--- src/rtl/timer_psc.sv ---
// timer_psc: count-clock source and prescaler for the apb4_timer counter.
//   Picks either every clk_i cycle or every RTC rising edge as the count event,
//   divides the event stream by (shadow+1) and emits a one-cycle tick_o.
//   rtc_clk_i is only ever sampled; clk_i is the sole clock.
// Ports:
//   clk_i       system clock
//   rst_n_i     synchronous active-low reset
//   en_i        prescaler enable
//   clk_sel_i   0: internal clk_i events, 1: RTC rising edges
//   rtc_clk_i   asynchronous RTC input
//   psc_i       divide ratio minus one
//   psc_upd_i   one-cycle pulse: reload shadow from psc_i and clear the count
//   tick_o      one-cycle count enable to the timer counter
//   rtc_edge_o  one-cycle pulse per detected RTC rising edge
//   psc_cnt_o   current prescaler count
module timer_psc #(
  parameter int PSC_WIDTH   = 16,
  parameter int SYNC_STAGES = 2
) (
  input  logic                 clk_i,
  input  logic                 rst_n_i,
  input  logic                 en_i,
  input  logic                 clk_sel_i,
  input  logic                 rtc_clk_i,
  input  logic [PSC_WIDTH-1:0] psc_i,
  input  logic                 psc_upd_i,
  output logic                 tick_o,
  output logic                 rtc_edge_o,
  output logic [PSC_WIDTH-1:0] psc_cnt_o
);

  localparam int PRIME_W = $clog2(SYNC_STAGES + 2);
  localparam logic [PRIME_W-1:0] PRIME_MAX = PRIME_W'(SYNC_STAGES + 1);

  logic [SYNC_STAGES-1:0] sync_q;
  logic                   prev_q;
  logic [PRIME_W-1:0]     prime_q;
  logic                   primed;
  logic                   rise;
  logic                   evt;
  logic [PSC_WIDTH-1:0]   cnt_q;
  logic [PSC_WIDTH-1:0]   shadow_q;
  logic                   clk_sel_q;

  // The chain is only trustworthy once the zeros loaded by reset have been
  // flushed through it; until then a high rtc_clk_i would look like an edge.
  assign primed = (prime_q == PRIME_MAX);
  assign rise   = sync_q[SYNC_STAGES-1] & ~prev_q;

  // RTC synchronizer and edge detect; runs independently of en_i so that
  // re-enabling never sees a stale edge.
  always_ff @(posedge clk_i) begin
    if (!rst_n_i) begin
      sync_q     <= '0;
      prev_q     <= 1'b0;
      prime_q    <= '0;
      rtc_edge_o <= 1'b0;
    end else begin
      sync_q     <= {sync_q[SYNC_STAGES-2:0], rtc_clk_i};
      prev_q     <= sync_q[SYNC_STAGES-1];
      if (!primed) prime_q <= prime_q + PRIME_W'(1);
      rtc_edge_o <= rise & primed;
    end
  end

  assign evt = clk_sel_i ? rtc_edge_o : 1'b1;

  // Prescaler counter. A source switch is treated like an explicit update so
  // a partial period from the old source never leaks into the new one.
  always_ff @(posedge clk_i) begin
    if (!rst_n_i) begin
      cnt_q     <= '0;
      shadow_q  <= '0;
      tick_o    <= 1'b0;
      clk_sel_q <= 1'b0;
    end else begin
      clk_sel_q <= clk_sel_i;
      if (psc_upd_i || (clk_sel_i != clk_sel_q)) begin
        cnt_q    <= '0;
        shadow_q <= psc_i;
        tick_o   <= 1'b0;
      end else if (!en_i) begin
        cnt_q  <= '0;
        tick_o <= 1'b0;
      end else if (evt && (cnt_q == shadow_q)) begin
        cnt_q    <= '0;
        shadow_q <= psc_i;
        tick_o   <= 1'b1;
      end else if (evt) begin
        cnt_q  <= cnt_q + PSC_WIDTH'(1);
        tick_o <= 1'b0;
      end else begin
        tick_o <= 1'b0;
      end
    end
  end

  assign psc_cnt_o = cnt_q;

endmodule

--- config.mk ---
export PLATFORM = sky130hd
export DESIGN_NAME = timer_psc
export DESIGN_NICKNAME = d
export VERILOG_FILES = /design/src/rtl/timer_psc.sv
export SDC_FILE = /design/constraint.sdc
export NUM_CORES = 1
export LEC_CHECK = 0
export CAP_MARGIN = 20
export CORE_MARGIN = 4
export CORE_UTILIZATION = 30
export CTS_CLUSTER_SIZE = 28
export DETAILED_ROUTE_END_ITERATION = 8
export HOLD_SLACK_MARGIN = 0.05
export PLACE_DENSITY = 0.59
export SYNTH_ARGS = -nofsm -noshare
export SYNTH_HDL_FRONTEND = slang
export SYNTH_SLANG_ARGS = --single-unit
--- constraint.sdc ---
create_clock -name clk_i -period 2.55 [get_ports clk_i]
set_input_delay 0.765 -clock clk_i [delete_from_list [all_inputs] [get_ports clk_i]]
set_output_delay 0.765 -clock clk_i [all_outputs]
set_load 0.01 [all_outputs]
Word-level counts from Yosys, hierarchy flattened
Index checks and enable logic that the tools add are counted.
{"block": "word_totals", "ff_bits": 40, "inputBits": 22, "out_inout_bits": 18}
{"block": "op_classes", "n_eq_ne": 3, "bitwise": 5, "reduce_logical": 7, "n_addsub": 2, "n_mux": 5}
{"cell": "$mux W16", "n": 3}
{"cell": "$add A16 B1 Y16 const B", "n": 1}
{"cell": "$eq A16 B16 Y1", "n": 1}
{"cell": "$reduce_bool A2 Y1", "n": 2}
{"cell": "$reduce_or A4 Y1", "n": 1}
{"cell": "$not A1 Y1", "n": 3}
{"cell": "$reduce_or A3 Y1", "n": 1}
{"cell": "$add A2 B1 Y2 const B", "n": 1}
{"cell": "$and A1 B1 Y1", "n": 2}
{"cell": "$eq A2 B2 Y1 const B", "n": 1}
{"cell": "$mux W1", "n": 2}
{"cell": "$reduce_and A2 Y1", "n": 1}
{"cell": "$logic_and A1 B1 Y1", "n": 1}
{"cell": "$logic_or A1 B1 Y1", "n": 1}
{"cell": "$ne A1 B1 Y1", "n": 1}

Logic depth before layout (Yosys ltp)
Gate-level depths: netlist of the first run.
{"block": "logic_depth", "depth_word": 5, "mapped_depth": 7, "mapped_depth_nobuf": 5}

Least setup slack after synthesis of the first run
OpenSTA, ideal clock, no wires.
{"block": "synth_timing", "kind": "input-to-reg", "start": "input port clk_sel_i", "end": "register shadow_q[14]", "path_stages": 7, "slack_ps": 437, "setup_time_ps": 135, "t_arrival_ps": 1978, "cell_sequence": "nand2b_1 > buf_2 > a21boi_0 > nand4_2 > buf_2 > o2111ai_2 > o311ai_2"}
{"block": "synth_between", "elab_chain_cells": 4, "elab_cells_between_ends": 8, "classes_between": "1 x eq/ne; 2 x mux; 5 x reduce/logical"}
{"element": "start: declaration", "line_no": "23", "source": "input logic clk_sel_i,"}
{"element": "$ne A1 B1 Y1 / $mux W1 (equally long branches)", "line_no": "78, 66"}
{"element": "$logic_or A1 B1 Y1 / $logic_and A1 B1 Y1 (equally long branches)", "line_no": "78, 85"}
{"element": "$reduce_bool A2 Y1 (no line)"}
{"element": "$reduce_and A2 Y1 (no line)"}
{"element": "end signal: assignment", "line_no": "80", "source": "shadow_q <= psc_i;"}
{"element": "end signal: assignment", "line_no": "87", "source": "shadow_q <= psc_i;"}
{"element": "end: declaration", "line_no": "42", "source": "logic [PSC_WIDTH-1:0] shadow_q;"}
Parallel ways exist; a longest one is shown, timed or not.
A chain may end at the register's enable or synchronous reset.

Worst setup path in the final report of the first run
{"block": "layout_timing", "start": "input port clk_sel_i", "end": "register shadow_q[10]"}
Same word-level chain as after synthesis.

==> impl_metrics.env, run 1 <==
export IMPL_combPwrFrac_pct=16.9
export IMPL_syn_cell_area_sq_mm=0.00212
export IMPL_initial_core_util_pct=31.0
export IMPL_synth_fa_ha_area_share_pct=1.18
export IMPL_route_vias_total=1813
export IMPL_layout_common_cells="dfxtp_1 (40), clkdlybuf4s50_1 (39), nand3_1 (22), nor2_1 (21), xnor2_1 (20)"
export IMPL_p_int_mw=0.946
export IMPL_grt_pass1_wl_mm=8.36
export IMPL_fp_dieArea_sq_mm=0.00847
export IMPL_dp_slack_ns=0.0841
export IMPL_hold_viol_final=0
export IMPL_final_area_sq_mm=0.00270
export IMPL_worstHoldPathType="reg -> reg"
export IMPL_drc_errors=0
export IMPL_fillers=727
export IMPL_maxCapViolations=0
export IMPL_cellPowerDensity_mw_per_mm2=481
export IMPL_slew_headroom_pct=75.2
export IMPL_vdd_drop_max_uv=175
export IMPL_wl_per_cell_um=14.0
export IMPL_fin_util_pct=39.5
export IMPL_r2r_setup_slack_ns=0.58
export IMPL_clock_path_buffers=2
export IMPL_tns_ns=0
export IMPL_insertion_delay_ns=0.29
export IMPL_grt_usage_pct=12.3
export IMPL_leakagePower_nw=0.846
export IMPL_worstPathArrival_ns=2.33
export IMPL_finalCriticalPeriod_ns=2.14
export IMPL_grt_max_degree=39
export IMPL_worstSetupPathType="in -> reg"
export IMPL_ys_ff_latch=40
export IMPL_synthSimpleGateAreaFrac_pct=18.5
export IMPL_end_kind="register"
export IMPL_antenna_found_initial=0
export IMPL_cts_resized_gates=0
export IMPL_final_common_cell="dfxtp_1"
export IMPL_nets=287
export IMPL_drive_gt1_share_pct=9.89
export IMPL_io_buffers=39
export IMPL_status="complete, no violations"
export IMPL_io_pins=40
export IMPL_synth_compound_area_share_pct=22.4
export IMPL_p_seq_share_pct=52.2
export IMPL_grt_overflow=0
export IMPL_rsz0062_at_grt="no"
export IMPL_post_cts_buffers=0
export IMPL_die_h_um=92.1
export IMPL_swShare_pct=27.1
export IMPL_cts_hold_buf=0
export IMPL_drtIter0Drc=71
export IMPL_syn2layout_area_growth_pct=27.4
export IMPL_synth_top_family_by_area="compound AO/OA/AOI/OAI gates"
export IMPL_crit_fanout=17
export IMPL_final_cells=359
export IMPL_synth_cells=225
export IMPL_switchingPower_mw=0.351
export IMPL_tightest_slew_ns=0.369
export IMPL_setup_ws_ns=0.414
export IMPL_placed_area_sq_mm=0.00262
export IMPL_clock_skew_ns=0.00778
export IMPL_synth_cell_type_count=35
export IMPL_core_region_area_sq_mm=0.00683
export IMPL_gp_congestion=0.702
export IMPL_htree_num_levels=2
export IMPL_routed_wl_mm=5.03
export IMPL_die_width_um=92.1
export IMPL_ant_nets=0
export IMPL_drv_slew=0
export IMPL_required_ns=2.74
export IMPL_vias_per_cell=5.05
export IMPL_firstDrtPassIters=4
export IMPL_ctsRootBufferMaster="clkbuf_8"
export IMPL_worst_setup_path_start_kind="primary input"
export IMPL_setup_violations_final=0
export IMPL_cts_sinks=40
export IMPL_dp_cells=352
export IMPL_p_clk_share_pct=30.9
export IMPL_yosysWarnings=0
export IMPL_num_antenna_cells=0
export IMPL_clk_pin_slew_ns=0.08
export IMPL_synth_xor_area_share_pct=12.4
export IMPL_syn_area_per_cell_sq_um=9.42
export IMPL_synthMuxAreaShare_pct=0.945
export IMPL_period_share_pct=83.8
export IMPL_tritoncts="yes"
export IMPL_grt_pass1_vias=1692
export IMPL_synth_fp_nets=249
export IMPL_post_dp_hpwl_mm=3.69
export IMPL_max_freq_mhz=468
export IMPL_ys_seq_area_share_pct=37.8
export IMPL_cts_buffers=5
export IMPL_row_count=30
-- through the flow --
| stage | total power [mW] | hold slack [ns] |
|---|---|---|
| 2_1_floorplan | 0.840 | 0.412 |
| 3_3_place_gp | 0.909 | 0.415 |
| 3_5_place_dp | 0.913 | 0.422 |
| 4_1_cts | 1.32 | 0.440 |
| 5_1_grt | 1.37 | 0.466 |
| 6_report | 1.30 | 0.436 |
-- power groups by stage --
stage | Clock, mW | Sequential (mW) | Combinational (mW)
floorplan | 0 | 0.685 | 0.155
global placement | 0 | 0.691 | 0.217
detailed placement | 0 | 0.692 | 0.221
CTS | 0.417 | 0.678 | 0.222
global route | 0.446 | 0.681 | 0.242
finish | 0.401 | 0.677 | 0.219
-- final timing paths --
path	from	to	depth (start not counted)
worst max-delay path	clk_sel_i	shadow_q[10]	6
worst min-delay path	sync_q[0]	sync_q[1]	1
worst max register to register	psc_cnt_o[0]	psc_cnt_o[9]	7
worst min register to register	sync_q[0]	sync_q[1]	1
-- state kept, by name, summed over array words and instances, names as in the netlist --
| name | flops |
|---|---|
| clk_sel_q | 1 |
| tick_o | 1 |
| prime_q | 2 |
| psc_cnt_o | 16 |
| rtc_edge_o | 1 |
| prev_q | 1 |
| sync_q | 2 |
| shadow_q | 16 |
-- cell usage after synthesis --
cell,instances,area (sq um)
o21bai_4,1,18.8
nand4_2,1,12.5
nor3_1,5,25.0
o311ai_1,15,131
nand4_1,5,31.3
o2111ai_1,15,131
buf_4,1,7.51
and4_1,2,17.5
o2111ai_2,1,15.0
o22ai_1,1,6.26
clkbuf_1,11,41.3
nand2b_1,1,6.26
nand2_1,4,15.0
and3b_1,1,8.76
nor4_2,1,12.5
buf_1,1,3.75
xor2_1,10,87.6
or4_1,1,7.51
o311ai_2,1,16.3
nor2_1,21,78.8
xnor2_1,20,175
and2_1,5,31.3
nand3_1,22,110
nand3_2,1,10.0
mux2i_1,2,20.0
ha_1,2,25.0
o211ai_1,16,120
a21boi_0,1,7.51
buf_6,6,67.6
buf_2,2,10.0
nor4_1,1,6.26
inv_1,4,15.0
dfxtp_1,40,801
nor2b_1,3,18.8
a2111oi_4,1,27.5
-- logic make-up after synthesis --
logic type / count (synthesis)
adders and majority gates: 2
xor gates and xnor gates: 30
DFF: 40
buffers and inverters: 25
muxes: 2
AOI/OAI and AO/OA: 52
and+or+nand+nor: 74
-- worst max-delay path, stage by stage --
cell and delay [ns]:
clkdlybuf4s50_1 0.43, nand2b_1 0.10, a21boi_0 0.34, nand3_2 0.20
buf_12 0.20, o311ai_1 0.29
-- metal layers --
metal / vias to the layer above / wire, um / global-route usage (%) / share of wire [%]
met2: 45 / 2360 / 18.6 / 47
met3: 4 / 252 / 3.12 / 5.0
met5: - / 0 / 0 / 0
met1: 838 / 2360 / 16.7 / 47
met4: 0 / 56 / 4.70 / 1.1
li1: 926 / - / - / -
-- layout make-up --
| class | instances | area (sq um) | area share [%] |
|---|---|---|---|
| multi-input cells | 160 | 1170 | 43.5 |
| flip-flops and latches | 40 | 801 | 29.7 |
| inverters | 4 | 15.0 | 0.556 |
| well taps | 96 | 120 | 4.45 |
| clock inverters | 1 | 5.00 | 0.185 |
| repair buffers | 52 | 513 | 19.0 |
| clock buffers | 6 | 72.6 | 2.69 |
(Power assumes the default switching activity.)
==> inputs of run 2 (changes only) <==
==> constraint.sdc (replaced) <==
create_clock -name clk_i -period 2 [get_ports clk_i]
set_input_delay 0.6 -clock clk_i [delete_from_list [all_inputs] [get_ports clk_i]]
set_output_delay 0.6 -clock clk_i [all_outputs]
set_load 0.01 [all_outputs]
==> run 2 against run 1 <==
  * Register-to-register slack worse by 0.40 ns
  * Largest cell class unchanged
  * Die area unchanged
  * First-iteration DRC count is 30% higher
  * Clock power grew 26%
  * Critical endpoint is now psc_cnt_o[9]
  * Final cell count rose by 3.6%
  * Global-route usage rose by 0.86 points
  * Hold slack hardly changed
  * Largest power group unchanged
  * Utilization increased by 1.8 points
==> impl_metrics.env, run 2 (synthesis results as in run 1) <==
export IMPL_max_stage_delay_ns=0.53
export IMPL_die_h_um=92.1
export IMPL_required_ns=1.40
export IMPL_cts_sinks=40
export IMPL_drv_slew=0
export IMPL_end_kind="primary output"
export IMPL_drtIter0Drc=92
export IMPL_antenna_found_initial=0
export IMPL_core_region_area_sq_mm=0.00683
export IMPL_hold_depth=1
export IMPL_period_share_pct=96.9
export IMPL_clock_skew_ns=0.00514
export IMPL_finalCriticalPeriod_ns=1.94
export IMPL_clock_path_buffers=2
export IMPL_worst_path_buf_inv=2
export IMPL_fin_util_pct=41.3
export IMPL_vdd_drop_max_uv=217
export IMPL_gp_congestion=0.742
export IMPL_vias_per_cell=4.97
export IMPL_fp_dieArea_sq_mm=0.00847
export IMPL_cts_hold_buf=0
export IMPL_ant_nets=0
export IMPL_rsz0062_at_grt="no"
export IMPL_layout_common_cells="clkdlybuf4s50_1 (38), dfxtp_1 (37), buf_4 (23), nand3_1 (22), nor2_1 (21)"
export IMPL_insertion_delay_ns=0.29
export IMPL_wl_per_cell_um=14.3
export IMPL_wl_met3_um=223
export IMPL_grt_max_degree=35
export IMPL_cp_slowest_cell="clkdlybuf4s50_1"
export IMPL_clk_pin_slew_ns=0.07
export IMPL_placed_area_sq_mm=0.00273
export IMPL_grt_pass1_wl_mm=8.88
export IMPL_drive_gt1_share_pct=15.6
export IMPL_final_area_sq_mm=0.00282
export IMPL_maxCapViolations=0
export IMPL_crit_fanout=3
export IMPL_cts_buffers=5
export IMPL_row_count=30
export IMPL_num_antenna_cells=0
export IMPL_crit_chain="buf_4, clkdlybuf4s50_1"
export IMPL_io_buffers=39
export IMPL_worst_setup_path_start_kind="register"
export IMPL_leakagePower_nw=0.943
export IMPL_nets=300
export IMPL_max_freq_mhz=516
export IMPL_grt_overflow=0
export IMPL_cp_depth=2
export IMPL_wl_met2_mm=2.39
export IMPL_final_common_cell="clkdlybuf4s50_1"
export IMPL_firstDrtPassIters=4
export IMPL_die_width_um=92.1
export IMPL_setup_violations_final=0
export IMPL_tritoncts="yes"
export IMPL_dp_slack_ns=-0.286
export IMPL_post_dp_hpwl_mm=3.82
export IMPL_grt_pass1_vias=1794
export IMPL_r2r_setup_slack_ns=0.18
export IMPL_drc_errors=0
export IMPL_syn2layout_area_growth_pct=33.1
export IMPL_status="complete, no violations"
export IMPL_m1WireLength_mm=2.62
export IMPL_post_cts_buffers=0
export IMPL_io_pins=40
export IMPL_route_vias_total=1847
export IMPL_worstHoldPathType="reg -> reg"
export IMPL_hold_viol_final=0
export IMPL_worstSetupPathType="reg -> out"
export IMPL_crit_family="buffers and inverters"
export IMPL_grt_usage_pct=13.2
export IMPL_htree_num_levels=2
export IMPL_slew_headroom_pct=75.1
export IMPL_initial_core_util_pct=31.0
export IMPL_routed_wl_mm=5.31
export IMPL_ctsRootBufferMaster="clkbuf_8"
export IMPL_worstPathArrival_ns=1.34
export IMPL_setup_ws_ns=0.0626
export IMPL_rr_worst_depth=7
export IMPL_cts_resized_gates=0
export IMPL_tightest_slew_ns=0.370
export IMPL_top_layer="met4"
export IMPL_cellPowerDensity_mw_per_mm2=590
## run 2: changes by cell type in the layout (fill, tap and decap cells not counted)
cell and delta:
dfxtp_1 -3, clkdlybuf4s50_1 -1, a21boi_2 +1, dlymetal6s2s_1 +1, dfxtp_2 +3, buf_12 +1, a21boi_0 -1, buf_4 +12
## run 2: worst register-to-register path, stage by stage (launching register included)
cell,delay (ns)
dfxtp_1,0.38
xnor2_1,0.13
nand4_1,0.09
or4_1,0.54
buf_12,0.20
o21bai_4,0.15
buf_12,0.16
nor2_1,0.06
## run 2: final timing paths
path / end / start
max: psc_cnt_o[9] / psc_cnt_o[9]
min: sync_q[1] / sync_q[0]
max reg2reg: psc_cnt_o[3] / shadow_q[0]
min reg2reg: sync_q[1] / sync_q[0]
## run 2: layer usage
layer / vias up / GRT usage [%]
met3: 6 / 3.45
met2: 47 / 19.8
li1: 951 / -
met5: - / 0
met4: 0 / 4.46
met1: 843 / 18.2
## run 2: stage by stage
| stage | setup TNS, ns | power (mW) | hold slack (ns) | instances |
|---|---|---|---|---|
| 6_report | 0 | 1.66 | 0.436 | 372 |
| 5_1_grt | 0 | 1.76 | 0.461 | 372 |
| 4_1_cts | 0 | 1.69 | 0.440 | 372 |
| 3_5_place_dp | -8.17 | 1.18 | 0.423 | 365 |
| 3_3_place_gp | -6.94 | 1.17 | 0.415 | 365 |
| 2_1_floorplan | 0 | 1.07 | 0.412 | 225 |
## run 2: final cells by class
cell class	count	area (sq um)
fill	721	4010
multi-input combinational	160	1180
sequential	40	805
timing repair buffer	65	626
tap	96	120
clock buffer	6	72.6
inverter	4	15.0
clock inverter	1	5.00
## run 2: power breakdown
group	internal (mW)	leakage [nW]	switching, mW
Clock	0.237	0.0410	0.267
Sequential	0.835	0.329	0.0268
Combinational	0.146	0.573	0.151
==> inputs of run 3 (changes only) <==
--- a/config.mk
+++ b/config.mk
@@ -6,12 +6,11 @@
 export NUM_CORES = 1
 export LEC_CHECK = 0
 export CAP_MARGIN = 20
-export CORE_MARGIN = 4
 export CORE_UTILIZATION = 30
 export CTS_CLUSTER_SIZE = 28
 export DETAILED_ROUTE_END_ITERATION = 8
+export DONT_BUFFER_PORTS = 1
 export HOLD_SLACK_MARGIN = 0.05
-export PLACE_DENSITY = 0.59
 export SYNTH_ARGS = -nofsm -noshare
 export SYNTH_HDL_FRONTEND = slang
 export SYNTH_SLANG_ARGS = --single-unit
==> run 3 against run 2 <==
  * Non-clock buffer count down 41
  * Power down 3.1%
  * Setup slack better by 0.058 ns
  * Hold slack got worse by 0.015 ns
  * Register-to-register slack got worse by 0.06 ns
  * Combinational power shrank 34%
  * Highest routed layer unchanged
  * Sequential power about the same
  * Routed wire length is 4.4% lower
  * Critical path depth up 4
==> impl_metrics.env, run 3 (synthesis results as in run 1) <==
export IMPL_finalCriticalPeriod_ns=1.88
export IMPL_rsz0062_at_grt="no"
export IMPL_fillers=693
export IMPL_die_h_um=86.1
export IMPL_r2r_setup_slack_ns=0.12
export IMPL_slew_headroom_pct=75.3
export IMPL_placed_area_sq_mm=0.00228
export IMPL_grt_pass1_wl_mm=8.16
export IMPL_io_buffers=0
export IMPL_ant_nets=0
export IMPL_worstHoldPathType="in -> reg"
export IMPL_grt_overflow=0
export IMPL_antenna_found_initial=0
export IMPL_grt_pass1_vias=1585
export IMPL_grt_usage_pct=14.3
export IMPL_final_cells=332
export IMPL_combPwrFrac_pct=12.2
export IMPL_period_share_pct=93.9
export IMPL_tightest_slew_ns=0.367
export IMPL_cellPowerDensity_mw_per_mm2=675
export IMPL_worstPathArrival_ns=2.06
export IMPL_vdd_drop_max_uv=283
export IMPL_io_pins=40
export IMPL_p_clk_share_pct=34.2
export IMPL_leakagePower_nw=0.765
export IMPL_tritoncts="yes"
export IMPL_post_dp_hpwl_mm=3.64
export IMPL_route_vias_total=1743
export IMPL_drive_gt1_share_pct=16.5
export IMPL_dp_cells=323
export IMPL_rr_worst_depth=6
export IMPL_clock_path_buffers=2
export IMPL_htree_num_levels=2
export IMPL_end_kind="register"
export IMPL_layout_common_cells="dfxtp_1 (40), buf_4 (23), nand3_1 (22), nor2_1 (21), xnor2_1 (20)"
export IMPL_gp_congestion=0.766
export IMPL_core_region_area_sq_mm=0.00679
export IMPL_required_ns=2.18
export IMPL_fp_dieArea_sq_mm=0.00741
export IMPL_vias_per_cell=5.25
export IMPL_switchingPower_mw=0.444
export IMPL_num_antenna_cells=0
export IMPL_insertion_delay_ns=0.30
export IMPL_max_freq_mhz=532
export IMPL_worstSetupPathType="reg -> reg"
export IMPL_initial_core_util_pct=31.2
export IMPL_worst_setup_path_start_kind="register"
export IMPL_grt_max_degree=56
export IMPL_drtIter0Drc=84
export IMPL_cts_resized_gates=0
export IMPL_status="complete, no violations"
export IMPL_clock_skew_ns=0.00591
export IMPL_crit_end="shadow_q[8]"
export IMPL_r2r_start="psc_cnt_o[9]"
export IMPL_ctsRootBufferMaster="clkbuf_8"
export IMPL_final_common_cell="dfxtp_1"
export IMPL_drc_errors=0
export IMPL_cts_sinks=40
export IMPL_hold_viol_final=0
export IMPL_routed_wl_mm=5.08
export IMPL_clk_pin_slew_ns=0.09
export IMPL_drv_slew=0
export IMPL_maxCapViolations=0
export IMPL_nets=259
export IMPL_die_width_um=86.1
export IMPL_crit_start="psc_cnt_o[9]"
export IMPL_final_area_sq_mm=0.00239
export IMPL_p_seq_share_pct=53.6
export IMPL_swShare_pct=27.5
export IMPL_row_count=30
export IMPL_crit_fanout=27
export IMPL_tns_ns=0
export IMPL_worst_r2r_endpoint="shadow_q[8]"
export IMPL_hold_ws_ns=0.421
export IMPL_setup_violations_final=0
export IMPL_syn2layout_area_growth_pct=12.8
export IMPL_wl_per_cell_um=15.3
export IMPL_firstDrtPassIters=4
export IMPL_p_int_mw=1.17
export IMPL_cts_buffers=5
[run 3: stage by stage]
step,power [mW],setup slack [ns],utilization [%]
floorplan,1.07,0.0523,-
global placement,1.07,0.114,33.6
detailed placement,1.08,0.0957,33.6
CTS,1.63,0.0635,34.9
global route,1.69,0.00597,35.2
finish,1.61,0.121,35.2
[run 3: worst min path at each step]
stage                   start         to  slack (ns)  cells after the start
floorplan           sync_q[0]  sync_q[1]        0.41                      1
global placement    sync_q[0]  sync_q[1]        0.41                      1
detailed placement  sync_q[0]  sync_q[1]        0.42                      1
CTS                   rst_n_i  sync_q[1]        0.41                      1
global route          rst_n_i  sync_q[1]        0.41                      1
finish                rst_n_i  sync_q[1]        0.42                      1
[run 3: power by group through the flow]
stage / clock network (mW) / registers [mW] / logic [mW]
2_1_floorplan: 0 / 0.874 / 0.197
5_1_grt: 0.601 / 0.869 / 0.220
3_3_place_gp: 0 / 0.882 / 0.193
6_report: 0.552 / 0.864 / 0.197
3_5_place_dp: 0 / 0.883 / 0.196
4_1_cts: 0.567 / 0.864 / 0.197
[run 3: layout make-up]
cell class | instances | area (sq um) | share of cell area, %
clock inverters | 3 | 18.8 | 0.785
inverters | 4 | 15.0 | 0.628
well taps | 96 | 120 | 5.03
repair buffers | 24 | 193 | 8.06
flip-flops and latches | 40 | 801 | 33.5
clock buffers | 5 | 68.8 | 2.88
multi-input cells | 160 | 1170 | 49.1
[run 3: critical path: stages, from the launching register on]
cell and delay [ns]:
dfxtp_1 0.40, xnor2_1 0.15, nand4_1 0.10, or4_1 0.51
buf_4 0.25, o2111ai_1 0.23, o311ai_1 0.12
[run 3: repair_timing]
action | in CTS | in global routing
hold buffers | 0 | 0
setup buffers | 0 | 1
setup endpoints to repair | 0 | 16
[run 3: per-layer routing]
layer / global-route usage [%] / wire, um / share of wire, % / vias up
met3: 5.00 / 335 / 6.6 / 4
li1: - / - / - / 873
met1: 20.3 / 2470 / 49 / 824
met2: 20.4 / 2220 / 44 / 42
met5: 0 / 0 / 0 / -
met4: 3.79 / 53 / 1.0 / 0
